`config.mk`:
```
export PLATFORM = sky130hd
export DESIGN_NAME = nibble_serial_tx_flat
export DESIGN_NICKNAME = d
export VERILOG_FILES = /design/src/rtl/nibble_serial_tx_pkg.sv /design/src/rtl/nibble_serial_tx_if.sv /design/src/rtl/nibble_serial_tx_bit_timer.sv /design/src/rtl/nibble_serial_tx.sv /design/src/flat_wrapper.sv
export SDC_FILE = /design/constraint.sdc
export NUM_CORES = 1
export LEC_CHECK = 0
export ABC_AREA = 1
export BUFFER_PORTS_ARGS = -buffer_cell sky130_fd_sc_hd__buf_2
export CAP_MARGIN = 5
export CORE_AREA = 2 2 39 41
export DETAILED_ROUTE_END_ITERATION = 6
export DIE_AREA = 0 0 41 43
export PLACE_DENSITY = 0.72
export SLEW_MARGIN = 20
export SYNTH_ARGS = -nofsm -noshare
export SYNTH_HDL_FRONTEND = slang
export SYNTH_SLANG_ARGS = --single-unit
```
`constraint.sdc`:
```
create_clock -name clk -period 3.7 [get_ports clk]
set_clock_uncertainty 0.2 [all_clocks]
set_input_delay 0.555 -clock clk [delete_from_list [all_inputs] [get_ports clk]]
set_output_delay 0.555 -clock clk [all_outputs]
set_load 0.03 [all_outputs]
```
`src/rtl/nibble_serial_tx_pkg.sv`:
```
// Shared types and constants for the nibble serial transmitter.
// Define NIBBLE_TX_PARITY_EN to add an even-parity bit between data and stop.
package nibble_tx_pkg;

  typedef enum logic [2:0] {IDLE, START, DATA, PARITY, STOP} tx_state_t;

  localparam int   DATA_BITS = 4;
  localparam logic START_LVL = 1'b0;
  localparam logic STOP_LVL  = 1'b1;
  localparam logic IDLE_LVL  = 1'b1;

`ifdef NIBBLE_TX_PARITY_EN
  localparam int FRAME_BITS = DATA_BITS + 3;
`else
  localparam int FRAME_BITS = DATA_BITS + 2;
`endif

  function automatic logic even_parity(input logic [DATA_BITS-1:0] word);
    return ^word;
  endfunction

endpackage

```
`src/rtl/nibble_serial_tx_if.sv`:
```
// Producer-side handshake plus serial line status for nibble_serial_tx.
interface nibble_serial_tx_if;

  logic [nibble_tx_pkg::DATA_BITS-1:0] din;
  logic                                din_valid;
  logic                                din_ready;
  logic                                tx;
  logic                                busy;
  logic                                done;

  modport master (
    output din, din_valid,
    input  din_ready, tx, busy, done
  );

  modport slave (
    input  din, din_valid,
    output din_ready, tx, busy, done
  );

endinterface

```
`src/rtl/nibble_serial_tx_bit_timer.sv`:
```
// Bit-period divider: tick pulses on the last clk of each serial bit while run is high.
module bit_timer #(
  parameter int CLKS_PER_BIT = 4
) (
  input  logic clk,
  input  logic rst_n,
  input  logic run,
  output logic tick
);

  localparam int CNT_W = (CLKS_PER_BIT > 1) ? $clog2(CLKS_PER_BIT) : 1;

  logic [CNT_W-1:0] cnt_reg;
  logic [CNT_W-1:0] cnt_next;

  assign tick = run && (cnt_reg == CNT_W'(CLKS_PER_BIT - 1));

  always_comb begin
    cnt_next = cnt_reg + CNT_W'(1);
    if (!run || tick) begin
      cnt_next = '0;
    end
  end

  always_ff @(posedge clk or negedge rst_n) begin
    if (!rst_n) begin
      cnt_reg <= '0;
    end else begin
      cnt_reg <= cnt_next;
    end
  end

endmodule

```
`src/rtl/nibble_serial_tx.sv`:
```
// Framed serial transmitter: start bit, 4 data bits LSB first, stop bit.
// Optional even-parity bit before stop when NIBBLE_TX_PARITY_EN is defined.
module nibble_serial_tx
  import nibble_tx_pkg::*;
#(
  parameter int CLKS_PER_BIT = 4
) (
  input  logic                clk,
  input  logic                rst_n,
  nibble_serial_tx_if.slave   bus
);

  localparam int BCNT_W = $clog2(DATA_BITS);

  tx_state_t              state_reg, state_next;
  logic [DATA_BITS-1:0]   shreg_reg, shreg_next;
  logic [BCNT_W-1:0]      bit_cnt_reg, bit_cnt_next;
  logic                   tx_reg, tx_next;
  logic                   done_reg, done_next;
  logic                   tick;
  logic                   accept;

  bit_timer #(
    .CLKS_PER_BIT (CLKS_PER_BIT)
  ) u_bit_timer (
    .clk   (clk),
    .rst_n (rst_n),
    .run   (state_reg != IDLE),
    .tick  (tick)
  );

  assign accept        = bus.din_valid && (state_reg == IDLE);
  assign bus.din_ready = (state_reg == IDLE);
  assign bus.busy      = (state_reg != IDLE);
  assign bus.tx        = tx_reg;
  assign bus.done      = done_reg;

`ifdef NIBBLE_TX_PARITY_EN
  logic parity_reg;

  always_ff @(posedge clk or negedge rst_n) begin
    if (!rst_n) begin
      parity_reg <= 1'b0;
    end else if (accept) begin
      parity_reg <= even_parity(bus.din);
    end
  end
`endif

  always_comb begin
    state_next   = state_reg;
    shreg_next   = shreg_reg;
    bit_cnt_next = bit_cnt_reg;
    done_next    = 1'b0;
    case (state_reg)
      IDLE: begin
        if (accept) begin
          state_next = START;
          shreg_next = bus.din;
        end
      end
      START: begin
        if (tick) begin
          state_next   = DATA;
          bit_cnt_next = '0;
        end
      end
      DATA: begin
        if (tick) begin
          shreg_next   = shreg_reg >> 1;
          bit_cnt_next = bit_cnt_reg + BCNT_W'(1);
          if (bit_cnt_reg == BCNT_W'(DATA_BITS - 1)) begin
`ifdef NIBBLE_TX_PARITY_EN
            state_next = PARITY;
`else
            state_next = STOP;
`endif
          end
        end
      end
`ifdef NIBBLE_TX_PARITY_EN
      PARITY: begin
        if (tick) begin
          state_next = STOP;
        end
      end
`endif
      STOP: begin
        if (tick) begin
          state_next = IDLE;
          done_next  = 1'b1;
        end
      end
      default: state_next = IDLE;
    endcase
  end

  // tx is driven from the upcoming state so the line changes exactly on the bit boundary.
  always_comb begin
    tx_next = IDLE_LVL;
    case (state_next)
      START:  tx_next = START_LVL;
      DATA:   tx_next = shreg_next[0];
`ifdef NIBBLE_TX_PARITY_EN
      PARITY: tx_next = parity_reg;
`endif
      STOP:   tx_next = STOP_LVL;
      default: tx_next = IDLE_LVL;
    endcase
  end

  always_ff @(posedge clk or negedge rst_n) begin
    if (!rst_n) begin
      state_reg   <= IDLE;
      shreg_reg   <= '0;
      bit_cnt_reg <= '0;
      tx_reg      <= IDLE_LVL;
      done_reg    <= 1'b0;
    end else begin
      state_reg   <= state_next;
      shreg_reg   <= shreg_next;
      bit_cnt_reg <= bit_cnt_next;
      tx_reg      <= tx_next;
      done_reg    <= done_next;
    end
  end

endmodule

```
`src/flat_wrapper.sv`:
```
// flat-port wrapper written by rule: the top's interface ports become plain ports
module nibble_serial_tx_flat import nibble_tx_pkg::*;
#(
  parameter int CLKS_PER_BIT = 4
)
  (clk, rst_n, bus_din, bus_din_valid, bus_din_ready, bus_tx, bus_busy, bus_done);
  nibble_serial_tx_if bus_i ();
  input  logic clk;
  input  logic rst_n;
  input wire logic [$bits(bus_i.din)-1:0] bus_din;
  input wire logic [$bits(bus_i.din_valid)-1:0] bus_din_valid;
  output wire logic [$bits(bus_i.din_ready)-1:0] bus_din_ready;
  output wire logic [$bits(bus_i.tx)-1:0] bus_tx;
  output wire logic [$bits(bus_i.busy)-1:0] bus_busy;
  output wire logic [$bits(bus_i.done)-1:0] bus_done;
  assign bus_i.din = bus_din;
  assign bus_i.din_valid = bus_din_valid;
  assign bus_din_ready = bus_i.din_ready;
  assign bus_tx = bus_i.tx;
  assign bus_busy = bus_i.busy;
  assign bus_done = bus_i.done;
  nibble_serial_tx #(.CLKS_PER_BIT(CLKS_PER_BIT)) u_core (.clk(clk), .rst_n(rst_n), .bus(bus_i));
endmodule
```
==> summary.md, run 1 <==
• Worst Path Arrival: 1.28 ns
• Final setup viols: 0
• final routed wire length divided by cell count: 11.4 um
• via density per instance: 5.13
• number of global-route vias before repair: 488
• area added between synthesis and finish: 14.7%
• total negative setup slack: 0 ns
• DRT Pass-1 Iters: 4
• Core Box Area: 1380 um2
• cts bufs inserted: 3
• row cnt: 14
• Slowest-stage cell, CP: dfrtp_1
• multiplexer fraction of the synthesized cell area: 0%
• fillcell total: 130
• global-route wire length before repair: 1860 um
• Worst Min Path Start: u_core.u_bit_timer.cnt_reg[0]
• CTS root buffer: clkbuf_4
• cell area after synthesis: 671 um2
• placed instance area: 733 um2
• CP Launch Type: flip-flop
• final cell utilization of the core: 55.6%
• Synth warnings: 0
• setup repair after global routing missed its margin: no
• final hold vios: 0
• CTS Sinks: 13
• post-synthesis share of cell area spent on full adders, half adders and majority gates: 3.73%
• Hold Crit Class: reg2reg
• share of the synthesized area in the top cell type: 44.8%
• peak fanout along the critical path: 5
• Worst path depth: 4
• RePlAce Congestion: 0.749
• R2R depth: 5
• distinct cell type count of the synthesized netlist: 22
• routed vias: 513
• main combinational cell family by area after synthesis: simple AND/OR/NAND/NOR gates
• number of synthesized register bits: 13
• clock-pin slew on the worst setup and hold paths: 0.08 ns
• maxcap violations: 0
• Horiz. Die Dim: 41 um
• detailed placement HPWL: 889 um
• DRC violation count after routing: 0
• clock period minus worst slack: 2.03 ns
• maximum level of the CTS H-tree: 1
• most frequent cells in the layout: nand2_1, dfrtp_1, buf_2
• worst setup path startpoint: u_core.state_reg[0]
• largest net degree at the start of global routing: 14
• overall global routing resource usage: 16.7%
• most common library cell in the layout ignoring fill and taps: nand2_1
• ratio of total power to cell area: 763 nW/um2
• main area contributors after synthesis: dfrtp_1, nand2_1, nand2_4, nand3_1, dfstp_2
• worst-case clock buffer depth: 2
• Die ar.: 1760 um2
• type of destination of the critical path: output port
• total of buffers placed on input and output ports: 10
• # hold bufs at CTS: 1
• run status: completed
• slew at the pin closest to its max-slew limit: 0.421 ns
• share of the cycle needed by the critical path after routing: 54.9%
• largest area contributor in the synthesized netlist: dfrtp_1
• DRT antenna net count: 0
• Fmax: 493 MHz
• Worst Hold Path Cells: 1
• final count of pins violating max slew: 0
• Largest register FFs: 4
• sum of routed wire length over all layers: 1140 um
• post-synthesis sequential area ratio: 48.7%
• gate family responsible for the most delay along the worst path: flip-flops
• synthesized net count: 79
• standby leakage power: 0.416 nW
• initial antenna violation count: 0
• fraction of layout cells with a size suffix above 1: 38.1%
• drt first-iter violations: 10
• worst reg2reg path startpoint: u_core.u_bit_timer.cnt_reg[0]
• I/O pins: 11
• CTS tree: built
• total global routing overflow: 0
• die outline height: 43 um
• Post-Syn Area per Cell: 9.58 um2
• total buffers and inverters traversed by the critical path: 2
• total design power: 587 uW
• critical path required time: 2.94 ns
• final non-filler cell area: 769 um2
• Cells after Synth: 70
• IR drop worst, VDD: 0.375 mV
• Worst slew margin: 71.9%
• XOR/XNOR Fraction of Synth Area: 0%
• compound-cell area share of the yosys netlist: 8.77%
• simple logic cell fraction of the synthesized area: 32.1%
• type of the setup path with the least slack: reg2out
• diodes inserted: 0
• count of cells resized by post-cts repair: 0
• Net count, final: 94
• effective utilization at floorplan: 48.5%
• post-CTS setup-driven buffer insertion count: 0
• biggest cell delay along the critical path: 0.45 ns
• cells traversed along the worst timing path: nor2_4 > nand2_4 > inv_2 > buf_2
• clock latency of the later-clocked register in the worst-skew pair: 0.27 ns
-- power by group --
group	internal [mW]	switching (mW)	total (mW)
logic	0.0912	0.175	0.266
clock network	0.0418	0.0446	0.0864
registers	0.196	0.0381	0.234
-- cells by family after synthesis --
group	Yosys count
AO/OA/AOI/OAI	7
AND/OR/NAND/NOR	37
adder cells (fa/ha/maj)	2
flip-flops	13
buffers and inverters	11
-- metrics by stage --
stage	hold slack [ns]	setup WS, ns	std cells
3_5_place_dp	0.223	1.96	95
6_report	0.232	1.67	100
3_3_place_gp	0.223	2.00	95
4_1_cts	0.233	1.66	100
5_1_grt	0.266	1.60	100
2_1_floorplan	0.0594	2.05	70
-- cell usage after synthesis --
cell type / instances
nand2_2: 2
nor2_4: 1
o21ai_2: 1
inv_1: 4
nand2_1: 16
nand3_1: 6
o21ai_1: 2
dfrtp_1: 12
nand4_1: 2
dfstp_2: 1
nand2_4: 3
nand3_2: 1
o22ai_2: 1
nor3_2: 1
nand3b_1: 1
buf_4: 1
o211ai_1: 2
nor3_4: 1
nor2_1: 3
inv_2: 6
o211ai_2: 1
ha_1: 2
-- per-layer routing --
| metal | up-vias | wire [um] | track usage [%] |
|---|---|---|---|
| li1 | 258 | - | - |
| met1 | 238 | 532 | 19.9 |
| met2 | 13 | 520 | 23.4 |
| met3 | 4 | 48 | 6.28 |
| met4 | 0 | 37 | 12.0 |
| met5 | - | 0 | 0 |
-- path summary, 6_finish.rpt --
check | endpoint | slack [ns]
setup reg to reg | u_core.bus.tx | 2.10
hold reg to reg | u_core.u_bit_timer.cnt_reg[0] | 0.23
min in group asynchronous | u_core.u_bit_timer.cnt_reg[0] | 0.51
setup / recovery | bus_din_ready | 1.67
hold / removal | u_core.u_bit_timer.cnt_reg[0] | 0.23
max in group asynchronous | u_core.bus.tx | 2.52
-- layout make-up --
class | instances | area [um2] | area share [%]
clock buffers | 4 | 26.3 | 3.41
inverters | 10 | 37.5 | 4.88
multi-input cells | 46 | 299 | 38.9
flip-flops and latches | 13 | 327 | 42.4
well taps | 16 | 20.0 | 2.60
repair buffers | 11 | 60.1 | 7.80
Power figures use the tool's default switching activity.
==> inputs of run 2 (changes only) <==
--- a/config.mk
+++ b/config.mk
@@ -5,13 +5,12 @@
 export SDC_FILE = /design/constraint.sdc
 export NUM_CORES = 1
 export LEC_CHECK = 0
-export ABC_AREA = 1
+export ABC_AREA = 0
 export BUFFER_PORTS_ARGS = -buffer_cell sky130_fd_sc_hd__buf_2
 export CAP_MARGIN = 5
-export CORE_AREA = 2 2 39 41
+export CORE_UTILIZATION = 52
 export DETAILED_ROUTE_END_ITERATION = 6
-export DIE_AREA = 0 0 41 43
-export PLACE_DENSITY = 0.72
+export PLACE_DENSITY = 0.74
 export SLEW_MARGIN = 20
 export SYNTH_ARGS = -nofsm -noshare
 export SYNTH_HDL_FRONTEND = slang
==> constraint.sdc (replaced) <==
create_clock -name clk -period 2 [get_ports clk]
set_clock_uncertainty 0.2 [all_clocks]
set_input_delay 0.3 -clock clk [delete_from_list [all_inputs] [get_ports clk]]
set_output_delay 0.3 -clock clk [all_outputs]
set_load 0.03 [all_outputs]
==> run 2 against run 1 <==
Via count shrank 1.6%. Highest routed layer unchanged. Flip-flop and latch count is the same. Non-clock buffer count grew 1. Largest power group is now sequential cells. Core utilization grew 11 points. Largest cell class is now multi-input combinational cells. Worst setup slack lost 1.5 ns. Sequential power grew 110%. Wire length grew 12%. Die area shrank 16%.
==> summary.md, run 2 <==
• run status: completed
• post-synthesis sequential area ratio: 47.3%, -1.4 points
• detailed placement HPWL: 793 um, -11%
• cts bufs inserted: 3, unchanged
• multiplexer fraction of the synthesized cell area: 1.45%, +1.4 points
• setup repair after global routing missed its margin: no
• clock latency of the later-clocked register in the worst-skew pair: 0.29 ns, +0.02 ns
• CP Launch Type: flip-flop
• post-synthesis share of cell area spent on full adders, half adders and majority gates: 3.62%, -0.11 points
• worst slack on hold paths: 0.0861 ns, -0.146 ns
• number of synthesized register bits: 13, unchanged
• clock-pin slew on the worst setup and hold paths: 0.08 ns, about the same
• DRC violation count after routing: 0, unchanged
• type of the setup path with the least slack: reg2out
• Async S/R FF share, synth: 100%, unchanged
• worst-case clock buffer depth: 2, unchanged
• routed vias: 505, -1.6%
• global-route wire length before repair: 2060 um, +11%
• number of global-route vias before repair: 451, -7.6%
• most common library cell in the layout ignoring fill and taps: dfrtp_1
• total negative setup slack: 0 ns, unchanged
• standby leakage power: 0.356 nW, -15%
• final count of pins violating max slew: 0, unchanged
• sum of routed wire length over all layers: 1270 um, +12%
• final hold vios: 0, unchanged
• overall global routing resource usage: 21.4%, +4.7 points
• row cnt: 12, -2
• compound-cell area share of the yosys netlist: 19.9%, +11 points
• Hold Crit Class: in2reg
• cells traversed along the worst timing path: nor3_4 > buf_2
• most frequent cells in the layout: dfrtp_1, buf_2, inv_1
• Post-Syn Area per Cell: 11.7 um2, +22%
• Synth warnings: 0, unchanged
• synthesized net count: 68, -14%
• total design power: 1.14 mW, +95%
• distinct cell type count of the synthesized netlist: 35, +59%
• total of buffers placed on input and output ports: 10, unchanged
• drt first-iter violations: 13, +3
• biggest cell delay along the critical path: 0.53 ns, +0.08 ns
• effective utilization at floorplan: 59.0%, +11 points
• largest area contributor in the synthesized netlist: dfrtp_1
• final routed wire length divided by cell count: 14.7 um, +30%
• clock period minus worst slack: 1.87 ns
• placed instance area: 738 um2, +0.68%
• synth cell count leaders: dfrtp_1, inv_1
• RePlAce Congestion: 0.808, +7.9%
• I/O pins: 11, unchanged
• CTS root buffer: clkbuf_4
• total global routing overflow: 0, unchanged
• Slowest-stage cell, CP: dfrtp_1
• fraction of layout cells with a size suffix above 1: 29.2%, -8.9 points
• main combinational cell family by area after synthesis: simple AND/OR/NAND/NOR gates
• IR drop worst, VDD: 0.720 mV, +92%
• Core Box Area: 1170 um2, -15%
• XOR/XNOR Fraction of Synth Area: 0%, unchanged
• Die ar.: 1480 um2, -16%
• Cells after Synth: 59, -16%
• CTS tree: built
• number of flops mapped to enable cells by yosys: 0, unchanged
• total buffers and inverters traversed by the critical path: 1, -1
• Primary FF master, synth: dfrtp_1
• area added between synthesis and finish: 13.4%
• maximum level of the CTS H-tree: 1, unchanged
• slew at the pin closest to its max-slew limit: 0.409 ns, -0.0120 ns
• Worst Path Arrival: 1.37 ns, +0.09 ns
• die outline height: 38.4 um, -11%
• ratio of total power to cell area: 1460 nW/um2, +91%
• Net count, final: 82, -13%
• share of the synthesized area in the top cell type: 43.5%, -1.3 points
• peak fanout along the critical path: 13, +8
• simple logic cell fraction of the synthesized area: 22.6%, -9.4 points
• largest net degree at the start of global routing: 14, unchanged
• final non-filler cell area: 783 um2, +1.8%
• Horiz. Die Dim: 38.4 um, -6.2%
• Final setup viols: 0, unchanged
• maxcap violations: 0, unchanged
• fillcell total: 90, -31%
• cell with the most instances after synthesis: dfrtp_1
• diodes inserted: 0, unchanged
• initial antenna violation count: 0, unchanged
• count of cells resized by post-cts repair: 0, unchanged
• multi-input combinational cell area: 329 um2, +10%
• DRT Pass-1 Iters: 4, unchanged
• flip-flop and latch area: 327 um2, unchanged
• gate family responsible for the most delay along the worst path: flip-flops
• cell area after synthesis: 691 um2, +3.0%
• DRT antenna net count: 0, unchanged
• main area contributors after synthesis: dfrtp_1, a221oi_4, dfstp_2, ha_1, a221o_1
• via density per instance: 5.87, +14%
• type of destination of the critical path: output port
• CTS Sinks: 13, unchanged
• critical path required time: 1.50 ns, -1.44 ns
• Worst slew margin: 72.7%, +0.80 points
• Fmax: 535 MHz
• share of the cycle needed by the critical path after routing: 93.4%
• Largest register FFs: 4, unchanged
[run 2: cells by family (layout without fill, tap and decap cells)]
kind of cell / Yosys count / count (layout)
and+or+nand+nor: 21 / 21
AOI/OAI and AO/OA: 15 / 15
DFF: 13 / 13
buffers and inverters: 7 / 20
adders and majority gates: 2 / 2
muxes: 1 / 1
[run 2: power breakdown]
part | internal, mW | total (mW) | switching [mW]
Clock | 0.0745 | 0.169 | 0.0945
Combinational | 0.229 | 0.485 | 0.256
Sequential | 0.370 | 0.489 | 0.119
[run 2: routing by layer]
layer  global-route usage, %  vias to the layer above  part of all wire (%)
met5                       0                        -                     0
met4                    12.9                        0                   3.1
met3                    5.23                        5                   4.7
met2                    28.0                       17                    47
met1                    31.2                      235                    45
li1                        -                      248                     -
[run 2: through the flow]
| step | setup WS (ns) | util, % | cells |
|---|---|---|---|
| final | 0.132 | 66.9 | 86 |
| after detailed placement | 0.310 | 63.0 | 80 |
| after floorplan | 0.273 | - | 59 |
| after global routing | 0.0444 | 66.9 | 86 |
| after CTS | 0.00911 | 66.2 | 85 |
| after global placement | 0.333 | 63.0 | 80 |
[run 2: path summary, 6_finish.rpt]
path / depth (start not counted) / end / slack, ns / start
worst max-delay path: 2 / bus_din_ready / 0.13 / u_core.state_reg[0]
worst min-delay path: 2 / u_core.shreg_reg[3] / 0.09 / bus_din[3]
worst max register to register: 4 / u_core.shreg_reg[3] / 0.28 / u_core.u_bit_timer.cnt_reg[0]
worst min register to register: 1 / u_core.u_bit_timer.cnt_reg[0] / 0.24 / u_core.u_bit_timer.cnt_reg[0]
max in group asynchronous: 2 / u_core.bus.tx / 1.11 / rst_n
min in group asynchronous: 2 / u_core.bus.done / 0.22 / rst_n
[run 2: what timing repair did]
action / in CTS / in global routing
hold buffers: 1 / 0
endpoints found under the hold margin: 13 / 0
setup buffers: 0 / 1
endpoints found under the setup margin: 0 / 2
[run 2: cell type report]
type | instances | share of cell area (%)
inverter | 4 | 1.92
clock inverter | 1 | 0.639
tap | 14 | 2.24
timing repair buffer | 12 | 8.63
multi-input combinational | 39 | 42.0
sequential | 13 | 41.7
clock buffer | 3 | 2.88
==> inputs of run 3 (changes only) <==
--- a/config.mk
+++ b/config.mk
@@ -8,9 +8,8 @@
 export ABC_AREA = 0
 export BUFFER_PORTS_ARGS = -buffer_cell sky130_fd_sc_hd__buf_2
 export CAP_MARGIN = 5
-export CORE_UTILIZATION = 52
+export CORE_UTILIZATION = 40
 export DETAILED_ROUTE_END_ITERATION = 6
-export PLACE_DENSITY = 0.74
 export SLEW_MARGIN = 20
 export SYNTH_ARGS = -nofsm -noshare
 export SYNTH_HDL_FRONTEND = slang
==> run 3 against run 2 <==
The flow now finishes with violations (design-rule violations). Die area grew 28%. Cell count grew 3.5%. Wire length shrank 7.7%. Maximum frequency grew 3.2%. Critical endpoint unchanged. Largest cell class unchanged.
==> summary.md, run 3 (synthesis gave the netlist of run 2 again) <==
• run status: finished with violations
• violations in the final reports: design-rule violations
• multi-input combinational cell area: 329 um2, unchanged
• ratio of total power to cell area: 1460 nW/um2, about the same
• Hold Crit Class: in2reg
• area added between synthesis and finish: 14.7%
• Setup Slack @ Placement: 0.300 ns, -0.0102 ns
• RePlAce Congestion: 0.692, -14%
• overall global routing resource usage: 15.3%, -6.1 points
• uppermost layer routed: met4
• effective utilization at floorplan: 44.3%, -15 points
• most common library cell in the layout ignoring fill and taps: dfrtp_1
• type of destination of the critical path: output port
• peak fanout along the critical path: 13, unchanged
• IR drop worst, VDD: 0.674 mV, -6.4%
• initial antenna violation count: 0, unchanged
• number of global-route vias before repair: 457, +1.3%
• CTS Sinks: 13, unchanged
• clock latency of the later-clocked register in the worst-skew pair: 0.28 ns, about the same
• maximum level of the CTS H-tree: 1, unchanged
• DRT antenna net count: 0, unchanged
• setup repair after global routing missed its margin: no
• standby leakage power: 0.358 nW, +0.62%
• cts bufs inserted: 3, unchanged
• detailed route wirelength on metal3: 33 um, -44%
• type of the setup path with the least slack: reg2out
• Final setup viols: 0, unchanged
• Largest register FFs: 4, unchanged
• CTS root buffer: clkbuf_4
• die outline height: 43.6 um, +13%
• DRT Pass-1 Iters: 7, +3
• total global routing overflow: 0, unchanged
• Horiz. Die Dim: 43.6 um, +13%
• total of buffers placed on input and output ports: 10, unchanged
• share of the cycle needed by the critical path after routing: 90.5%, -2.9 points
• detailed placement HPWL: 811 um, +2.3%
• Worst slew margin: 72.6%, -0.12 points
• final count of pins violating max slew: 0, unchanged
• Fmax: 552 MHz, +3.2%
• fillcell total: 138, +53%
• CP Launch Type: flip-flop
• sum of routed wire length over all layers: 1170 um, -7.7%
• Net count, final: 83, +1.2%
• largest net degree at the start of global routing: 14, unchanged
• total negative setup slack: 0 ns, unchanged
• clock period minus worst slack: 1.81 ns, -0.0583 ns
• I/O pins: 11, unchanged
• flip-flop and latch area: 327 um2, unchanged
• total design power: 1.16 mW, +1.1%
• Detail Route met2 WL: 522 um, -12%
• drt first-iter violations: 18, +5
• final hold vios: 0, unchanged
• Worst Path Arrival: 1.31 ns, -0.06 ns
• clock-pin slew on the worst setup and hold paths: 0.08 ns, about the same
• worst-case clock buffer depth: 2, unchanged
• fraction of layout cells with a size suffix above 1: 28.8%, -0.40 points
• row cnt: 14, +2
• via density per instance: 5.57, -5.1%
• global-route wire length before repair: 2030 um, -1.7%
• CTS tree: built
• Die ar.: 1900 um2, +28%
• setup ws final: 0.190 ns, +0.0583 ns
• slew at the pin closest to its max-slew limit: 0.411 ns, +0.00182 ns
• final routed wire length divided by cell count: 13.1 um, -11%
• maxcap violations: 0, unchanged
• Core Box Area: 1560 um2, +33%
• wire length on met1: 595 um, +3.8%
• critical path required time: 1.50 ns, about the same
• routed vias: 496, -1.8%
• diodes inserted: 0, unchanged
• most frequent cells in the layout: dfrtp_1, buf_2, inv_1
• DRC violation count after routing: 1, +1
## run 3: changes by cell type in the layout (fill, tap and decap cells not counted), sizes merged
cell and change:
clkinv -1, buf +1, clkbuf +1
## run 3: final timing paths
path,start,endpoint,slack (ns),cells past startpoint
min in group asynchronous,rst_n,u_core.shreg_reg[0],0.22,2
hold reg to reg,u_core.u_bit_timer.cnt_reg[0],u_core.u_bit_timer.cnt_reg[0],0.24,1
hold / removal,bus_din[3],u_core.shreg_reg[3],0.05,2
setup / recovery,u_core.state_reg[0],bus_din_ready,0.19,2
max in group asynchronous,rst_n,u_core.bus.tx,1.11,2
setup reg to reg,u_core.u_bit_timer.cnt_reg[0],u_core.shreg_reg[2],0.31,4
## run 3: layout make-up
cell class	instances	area share [%]
timing repair buffer	13	9.48
clock buffer	4	3.32
inverter	4	1.90
tap	16	2.53
sequential	13	41.2
multi-input combinational	39	41.5
## run 3: what timing repair did
| action | 4_1_cts | 5_1_grt |
|---|---|---|
| endpoints found under the hold margin | 13 | 0 |
| gates resized for setup | 0 | 0 |
| hold buffers | 1 | 0 |
| endpoints found under the setup margin | 0 | 2 |
| buffers inserted | 0 | 2 |
## run 3: routing by layer
layer	global-route usage [%]	vias up
met2	21.2	12
met4	11.3	0
li1	-	246
met3	5.00	2
met1	19.7	236
met5	0	-
## run 3: through the flow
stage,instances,util (%),hold WS [ns],area (um2)
2_1_floorplan,59,-,-0.196,691
3_3_place_gp,82,47.5,0.00168,741
3_5_place_dp,82,47.5,-0.00328,741
4_1_cts,87,49.8,0.0502,777
5_1_grt,89,50.8,0.0361,792
6_report,89,50.8,0.0501,792
## run 3: worst max-delay path, cell delays in order, from the launching register on
cell     delay [ns]
dfrtp_1        0.53
nor3_4         0.26
buf_2          0.25
## run 3: report_power, final
part / internal [mW] / switching (mW)
Sequential: 0.370 / 0.118
Combinational: 0.244 / 0.258
Clock: 0.0774 / 0.0895
Total: 0.691 / 0.465
